### src/rtl/mem_bus_arbiter_pkg.sv
// Shared types and default sizes for the IF/MEM bus arbiter.
package mem_bus_arbiter_pkg;

    // Native register width of the core; both bus widths follow it.
    localparam int RegBus      = 32;
    localparam int ARB_ADDR_W  = RegBus;
    localparam int ARB_DATA_W  = RegBus;
    localparam int ARB_TIMEOUT = 16;

    typedef enum logic [1:0] {
        ArbIdle    = 2'd0,
        ArbIfWait  = 2'd1,
        ArbMemWait = 2'd2
    } arb_state_e;

endpackage

### src/rtl/mem_bus_arbiter_bus_watchdog.sv
// Bus wait counter: cleared on each grant, bumped on each wait edge,
// expire flags the last allowed wait edge. TIMEOUT=0 never expires.
module bus_watchdog #(
    parameter int TIMEOUT = 16
) (
    input  logic clk,
    input  logic rst,
    input  logic clr,
    input  logic inc,
    output logic expire
);

    localparam int CNT_W = (TIMEOUT > 1) ? $clog2(TIMEOUT) : 1;
    localparam logic [CNT_W-1:0] CNT_LAST = (TIMEOUT > 0) ? CNT_W'(TIMEOUT - 1) : '0;

    logic [CNT_W-1:0] cnt_q, cnt_d;

    // Next count: clear wins over increment; frozen when disabled.
    always_comb begin
        cnt_d = cnt_q;
        if (clr) begin
            cnt_d = '0;
        end else if (inc && (TIMEOUT != 0)) begin
            cnt_d = cnt_q + 1'b1;
        end
    end

    // Counter register with synchronous active-low reset.
    always_ff @(posedge clk) begin
        if (!rst) begin
            cnt_q <= '0;
        end else begin
            cnt_q <= cnt_d;
        end
    end

    assign expire = (TIMEOUT != 0) && (cnt_q == CNT_LAST);

endmodule

### src/rtl/mem_bus_arbiter.sv
// Shares one external memory bus between the fetch port and the data port.
// One transaction at a time; MEM has fixed priority over IF.
//
// Handshake: a port raises req and holds it (with stable address/data)
// until its ack pulses for exactly one cycle; rdata is valid in that cycle.
// A req seen while its own ack is high is not a new request. On the bus
// side, bus_stb and the bus_* qualifiers stay stable until a bus_ack edge;
// bus_ack is ignored whenever bus_stb is low.
module mem_bus_arbiter
    import mem_bus_arbiter_pkg::*;
#(
    parameter int ADDR_W  = ARB_ADDR_W,
    parameter int DATA_W  = ARB_DATA_W,
    parameter int TIMEOUT = ARB_TIMEOUT
) (
    input  logic                clk,
    input  logic                rst,
    input  logic                if_req,
    input  logic [ADDR_W-1:0]   if_addr,
    output logic [DATA_W-1:0]   if_rdata,
    output logic                if_ack,
    input  logic                mem_req,
    input  logic                mem_we,
    input  logic [DATA_W/8-1:0] mem_sel,
    input  logic [ADDR_W-1:0]   mem_addr,
    input  logic [DATA_W-1:0]   mem_wdata,
    output logic [DATA_W-1:0]   mem_rdata,
    output logic                mem_ack,
    input  logic                flush,
    output logic                stallreq_if,
    output logic                stallreq_mem,
    output logic                bus_err,
    output logic                bus_stb,
    output logic                bus_we,
    output logic [DATA_W/8-1:0] bus_sel,
    output logic [ADDR_W-1:0]   bus_addr,
    output logic [DATA_W-1:0]   bus_wdata,
    input  logic [DATA_W-1:0]   bus_rdata,
    input  logic                bus_ack,
    output arb_state_e          dbg_state
);

    arb_state_e          state_q, state_d;
    logic                flushed_q, flushed_d;
    logic                bus_stb_q, bus_stb_d;
    logic                bus_we_q, bus_we_d;
    logic [DATA_W/8-1:0] bus_sel_q, bus_sel_d;
    logic [ADDR_W-1:0]   bus_addr_q, bus_addr_d;
    logic [DATA_W-1:0]   bus_wdata_q, bus_wdata_d;
    logic                if_ack_q, if_ack_d;
    logic                mem_ack_q, mem_ack_d;
    logic [DATA_W-1:0]   if_rdata_q, if_rdata_d;
    logic [DATA_W-1:0]   mem_rdata_q, mem_rdata_d;
    logic                bus_err_q, bus_err_d;

    logic                wd_clr, wd_inc, wd_expire;
    logic                if_elig, mem_elig, if_drop;

    bus_watchdog #(.TIMEOUT(TIMEOUT)) u_watchdog (
        .clk    (clk),
        .rst    (rst),
        .clr    (wd_clr),
        .inc    (wd_inc),
        .expire (wd_expire)
    );

    // A port still holding req during its own ack cycle is not re-granted.
    assign if_elig  = if_req  & ~if_ack_q;
    assign mem_elig = mem_req & ~mem_ack_q;
    // A flush in the completing cycle counts as well as an earlier one.
    assign if_drop  = flushed_q | flush;

    // Arbitration, bus sequencing and completion reporting.
    always_comb begin
        state_d     = state_q;
        flushed_d   = flushed_q;
        bus_stb_d   = bus_stb_q;
        bus_we_d    = bus_we_q;
        bus_sel_d   = bus_sel_q;
        bus_addr_d  = bus_addr_q;
        bus_wdata_d = bus_wdata_q;
        if_ack_d    = 1'b0;
        mem_ack_d   = 1'b0;
        if_rdata_d  = if_rdata_q;
        mem_rdata_d = mem_rdata_q;
        bus_err_d   = 1'b0;
        wd_clr      = 1'b0;
        wd_inc      = 1'b0;
        unique case (state_q)
            ArbIdle: begin
                flushed_d = 1'b0;
                if (mem_elig) begin
                    state_d     = ArbMemWait;
                    bus_stb_d   = 1'b1;
                    bus_we_d    = mem_we;
                    bus_sel_d   = mem_sel;
                    bus_addr_d  = mem_addr;
                    bus_wdata_d = mem_wdata;
                    wd_clr      = 1'b1;
                end else if (if_elig) begin
                    state_d    = ArbIfWait;
                    bus_stb_d  = 1'b1;
                    bus_we_d   = 1'b0;
                    bus_sel_d  = '1;
                    bus_addr_d = if_addr;
                    wd_clr     = 1'b1;
                end
            end
            ArbIfWait: begin
                if (flush) begin
                    flushed_d = 1'b1;
                end
                if (bus_ack) begin
                    state_d   = ArbIdle;
                    bus_stb_d = 1'b0;
                    flushed_d = 1'b0;
                    if (!if_drop) begin
                        if_ack_d   = 1'b1;
                        if_rdata_d = bus_rdata;
                    end
                end else if (wd_expire) begin
                    state_d   = ArbIdle;
                    bus_stb_d = 1'b0;
                    flushed_d = 1'b0;
                    bus_err_d = 1'b1;
                    if (!if_drop) begin
                        if_ack_d   = 1'b1;
                        if_rdata_d = '0;
                    end
                end else begin
                    wd_inc = 1'b1;
                end
            end
            ArbMemWait: begin
                if (bus_ack) begin
                    state_d   = ArbIdle;
                    bus_stb_d = 1'b0;
                    mem_ack_d = 1'b1;
                    if (!bus_we_q) begin
                        mem_rdata_d = bus_rdata;
                    end
                end else if (wd_expire) begin
                    state_d     = ArbIdle;
                    bus_stb_d   = 1'b0;
                    mem_ack_d   = 1'b1;
                    bus_err_d   = 1'b1;
                    mem_rdata_d = '0;
                end else begin
                    wd_inc = 1'b1;
                end
            end
            default: begin
                state_d   = ArbIdle;
                bus_stb_d = 1'b0;
            end
        endcase
    end

    // State and registered outputs; reset drops any transaction in flight.
    always_ff @(posedge clk) begin
        if (!rst) begin
            state_q     <= ArbIdle;
            flushed_q   <= 1'b0;
            bus_stb_q   <= 1'b0;
            bus_we_q    <= 1'b0;
            bus_sel_q   <= '0;
            bus_addr_q  <= '0;
            bus_wdata_q <= '0;
            if_ack_q    <= 1'b0;
            mem_ack_q   <= 1'b0;
            if_rdata_q  <= '0;
            mem_rdata_q <= '0;
            bus_err_q   <= 1'b0;
        end else begin
            state_q     <= state_d;
            flushed_q   <= flushed_d;
            bus_stb_q   <= bus_stb_d;
            bus_we_q    <= bus_we_d;
            bus_sel_q   <= bus_sel_d;
            bus_addr_q  <= bus_addr_d;
            bus_wdata_q <= bus_wdata_d;
            if_ack_q    <= if_ack_d;
            mem_ack_q   <= mem_ack_d;
            if_rdata_q  <= if_rdata_d;
            mem_rdata_q <= mem_rdata_d;
            bus_err_q   <= bus_err_d;
        end
    end

    assign if_rdata     = if_rdata_q;
    assign if_ack       = if_ack_q;
    assign mem_rdata    = mem_rdata_q;
    assign mem_ack      = mem_ack_q;
    assign bus_err      = bus_err_q;
    assign bus_stb      = bus_stb_q;
    assign bus_we       = bus_we_q;
    assign bus_sel      = bus_sel_q;
    assign bus_addr     = bus_addr_q;
    assign bus_wdata    = bus_wdata_q;
    assign stallreq_if  = if_req & ~if_ack_q;
    assign stallreq_mem = mem_req & ~mem_ack_q;
    assign dbg_state    = state_q;

endmodule

### config.mk
export PLATFORM = sky130hd
export DESIGN_NAME = mem_bus_arbiter
export DESIGN_NICKNAME = d
export VERILOG_FILES = /design/src/rtl/mem_bus_arbiter_pkg.sv /design/src/rtl/mem_bus_arbiter_bus_watchdog.sv /design/src/rtl/mem_bus_arbiter.sv
export SDC_FILE = /design/constraint.sdc
export NUM_CORES = 1
export LEC_CHECK = 0
export ABC_AREA = 0
export CAP_MARGIN = 20
export CORE_AREA = 8 8 159 116
export DETAILED_ROUTE_END_ITERATION = 8
export DIE_AREA = 0 0 167 124
export GPL_TIMING_DRIVEN = 0
export PLACE_DENSITY = 0.84
export SKIP_LAST_GASP = 1
export SLEW_MARGIN = 40
export SYNTH_ARGS = -nofsm -noshare
export SYNTH_HDL_FRONTEND = slang
export SYNTH_SLANG_ARGS = --single-unit
### constraint.sdc
create_clock -name clk -period 1.7 [get_ports clk]
set_input_delay 0.51 -clock clk [delete_from_list [all_inputs] [get_ports clk]]
set_output_delay 0.51 -clock clk [all_outputs]
set_load 0.1 [all_outputs]
==> results.json <==
{
  "layout-drive-gt1-share_pct": 29.6,
  "seqCellArea_mm2": 0.00290,
  "dpl.cell_count": 1131,
  "pre_cts_ws_ns": -0.791,
  "rsz0062_at_grt": "true",
  "synthCells": 648,
  "p_switching_mw": 4.41,
  "end_kind": "flop",
  "worst_slack_ns": -0.0409,
  "drt-total-wl_um": 21700,
  "drv_slew": 0,
  "synth_common_cells": "nand2_1 (199), dfxtp_1 (144), nor2_1 (70)",
  "worstPathMaxFanout": 8,
  "max_freq_ghz": 0.574,
  "top_level_ports": 280,
  "synth_area_leader_cell": "dfxtp_1",
  "synth_edf_count": 0,
  "hold_depth": 2,
  "final_net_count": 1104,
  "synth_top_area_share_pct": 51.2,
  "internal_power_mw": 7.18,
  "setup.worst_path.class": "input pin to flop",
  "rr_worst_depth": 7,
  "max-vdd-ir-drop_uv": 711,
  "hp-class": "flop to flop",
  "cellPowerDensity_mw_per_mm2": 1230,
  "hold_viol": 0,
  "ant_nets": 0,
  "design_power_total_mw": 11.6,
  "fin_cells": 1180,
  "die_w_um": 167,
  "power_frac_seq_pct": 32.6,
  "clkTransAtPathRegs_ns": 0.06,
  "synth_fp_nets": 791,
  "final_util_pct": 59.2,
  "synth.avg_cell_area_um2": 8.70,
  "clock_path_buffers": 2,
  "grt_pass1_wl_um": 31900,
  "worstReg2RegStart": "dbg_state[1]",
  "antenna_found_initial": 1,
  "drcViolationCount": 0,
  "cts_tree": "done",
  "maxSlewHeadroom_pct": 60.1,
  "timing.hold.ws_ns": 0.453,
  "outcome": "finished, violations left",
  "power_frac_clock_pct": 34.6,
  "grt-ovfl-total": 0,
  "tns_ns": -0.397,
  "place_congestion": 0.789,
  "ys_types": 39,
  "synthTopCellsByArea": "dfxtp_1 (51%), nand2_1 (13%), o22ai_2 (6.7%)",
  "worstMarginPinSlew_ns": 0.598,
  "period_share_pct": 102,
  "yosys_warnings": 0,
  "die_h_um": 124,
  "dpl_cell_area_mm2": 0.00806,
  "critPathRequiredTime_ns": 2.04,
  "r2r_slack_ns": -0.03,
  "leakage_nw": 3.94,
  "drtIter0Drc": 418,
  "start_kind": "input pin",
  "port_buffers": 278,
  "yosysSeqAreaShare_pct": 51.2,
  "setup_violations": 25,
  "multi_input_area_mm2": 0.00255,
  "via_per_inst": 5.09,
  "fill_cells": 1379,
  "min_from": "bus_wdata[22]",
  "cts_made_buffers": 17,
  "cts.sinks": 144,
  "first_pass_iters": 6,
  "htree_levels": 4,
  "ys.flop_type": "dfxtp_1",
  "r2r-end": "if_rdata[23]",
  "switching_share_pct": 38.1,
  "cts_root_buf": "clkbuf_16",
  "synthToLayoutAreaGrowth_pct": 67.6,
  "num_rows": 39,
  "skew_ns": 0.0125,
  "syn_area_mm2": 0.00564,
  "grt_usage_pct": 19.5,
  "violations": "setup timing",
  "hold_end": "bus_wdata[22]",
  "start_util_pct": 35.3,
  "final_area_mm2": 0.00945,
  "postSynth.asyncResetShare_pct": 0,
  "fin_crit_ns": 1.74,
  "grt_max_degree": 17,
  "power_frac_comb_pct": 32.8,
  "cp_data_arrival_time_ns": 2.08,
  "max_cap_viol_count": 0,
  "die-area_mm2": 0.0207,
  "drt-wirelength-per-cell_um": 18.4,
  "vias": 6001,
  "coreArea_mm2": 0.0160,
  "yosysMostFrequentCell": "nand2_1",
  "insertion_delay_ns": 0.42,
  "grt_pass1_vias": 5793,
  "dpl.hpwl_um": 15600,
  "synth_seq_cells": 144
}
[routing by layer]
metal | GRT usage, % | wire, µm | vias up
li1 | - | - | 2851
met1 | 23.0 | 9020 | 2861
met2 | 32.5 | 10400 | 267
met3 | 7.82 | 1930 | 22
met4 | 5.89 | 291 | 0
met5 | 0 | 0 | -
[area by class of cell]
class                   instances  share of cell area, %
repair buffers                296                   28.1
well taps                     205                   2.72
diodes                          1                 0.0265
multi-input cells             442                   27.0
clock buffers                  17                   4.50
inverters                       7                  0.371
flip-flops and latches        144                   30.7
plain buffers                  53                   4.41
clock inverters                15                   2.19
[cells in the final DEF, fill, tap and decap left out, types with 3 or more instances in the layout]
cell	instances
buf_4	138
clkinv_4	3
a21oi_1	38
dfxtp_4	4
ha_1	3
dfxtp_1	139
nand2_1	197
nand3_1	3
buf_2	12
o22ai_4	4
clkbuf_4	18
o221a_2	4
clkbuf_1	14
o22ai_2	26
clkbuf_16	20
clkinvlp_4	3
inv_6	4
nor2_1	69
nand2_2	3
buf_8	3
buf_6	10
buf_12	6
a22oi_1	34
clkbuf_2	3
a311oi_1	28
a311oi_2	4
inv_1	3
bufinv_16	4
nor3_1	4
clkdlybuf4s50_1	134
dlygate4sd1_1	4
[power groups by stage]
stage / clock [mW] / combinational (mW) / sequential [mW]
floorplan: 0 / 0.776 / 5.65
global placement: 0 / 3.67 / 3.83
detailed placement: 0 / 3.45 / 3.83
CTS: 4.09 / 3.64 / 3.77
global route: 4.25 / 3.96 / 3.81
finish: 4.01 / 3.80 / 3.78
[worst max-delay path by stage]
stage | slack, ns | cells after the start | startpoint | end
2_1_floorplan | -0.12 | 6 | dbg_state[0] | if_rdata[11]
3_3_place_gp | -1.50 | 6 | mem_req | stallreq_mem
3_5_place_dp | -0.79 | 6 | mem_req | stallreq_mem
4_1_cts | -0.14 | 5 | mem_ack | stallreq_mem
5_1_grt | -0.08 | 4 | mem_ack | stallreq_mem
6_report | -0.04 | 6 | flush | if_rdata[23]
[registers in the layout, indices dropped and copies added (netlist names), 2 cells and up]
name and count:
bus_wdata 32, if_rdata 32, bus_sel 4, u_watchdog.cnt_q 4, dbg_state 2, bus_addr 32, mem_rdata 32
[cell families after synthesis]
kind of cell | Yosys count | synth area share [%]
AND/OR/NAND/NOR | 289 | 20.1
AO/OA/AOI/OAI | 148 | 21.6
flip-flops | 144 | 51.2
buffers and inverters | 62 | 6.06
adder cells (fa/ha/maj) | 4 | 0.888
XOR/XNOR | 1 | 0.155
[critical path, stage by stage]
cell	delay [ns]
clkdlybuf4s50_1	0.43
or3b_4	0.40
or2_1	0.26
buf_8	0.17
buf_12	0.15
o22ai_4	0.15
[repair_timing]
action | 4_1_cts | 5_1_grt
setup endpoints to repair | 237 | 132
hold buffers | 0 | 0
pin swaps | 1 | 8
gates cloned | 0 | 6
buffers inserted | 6 | 6
gates resized for setup | 152 | 50
Note: power is estimated with default switching activity, not from simulation.
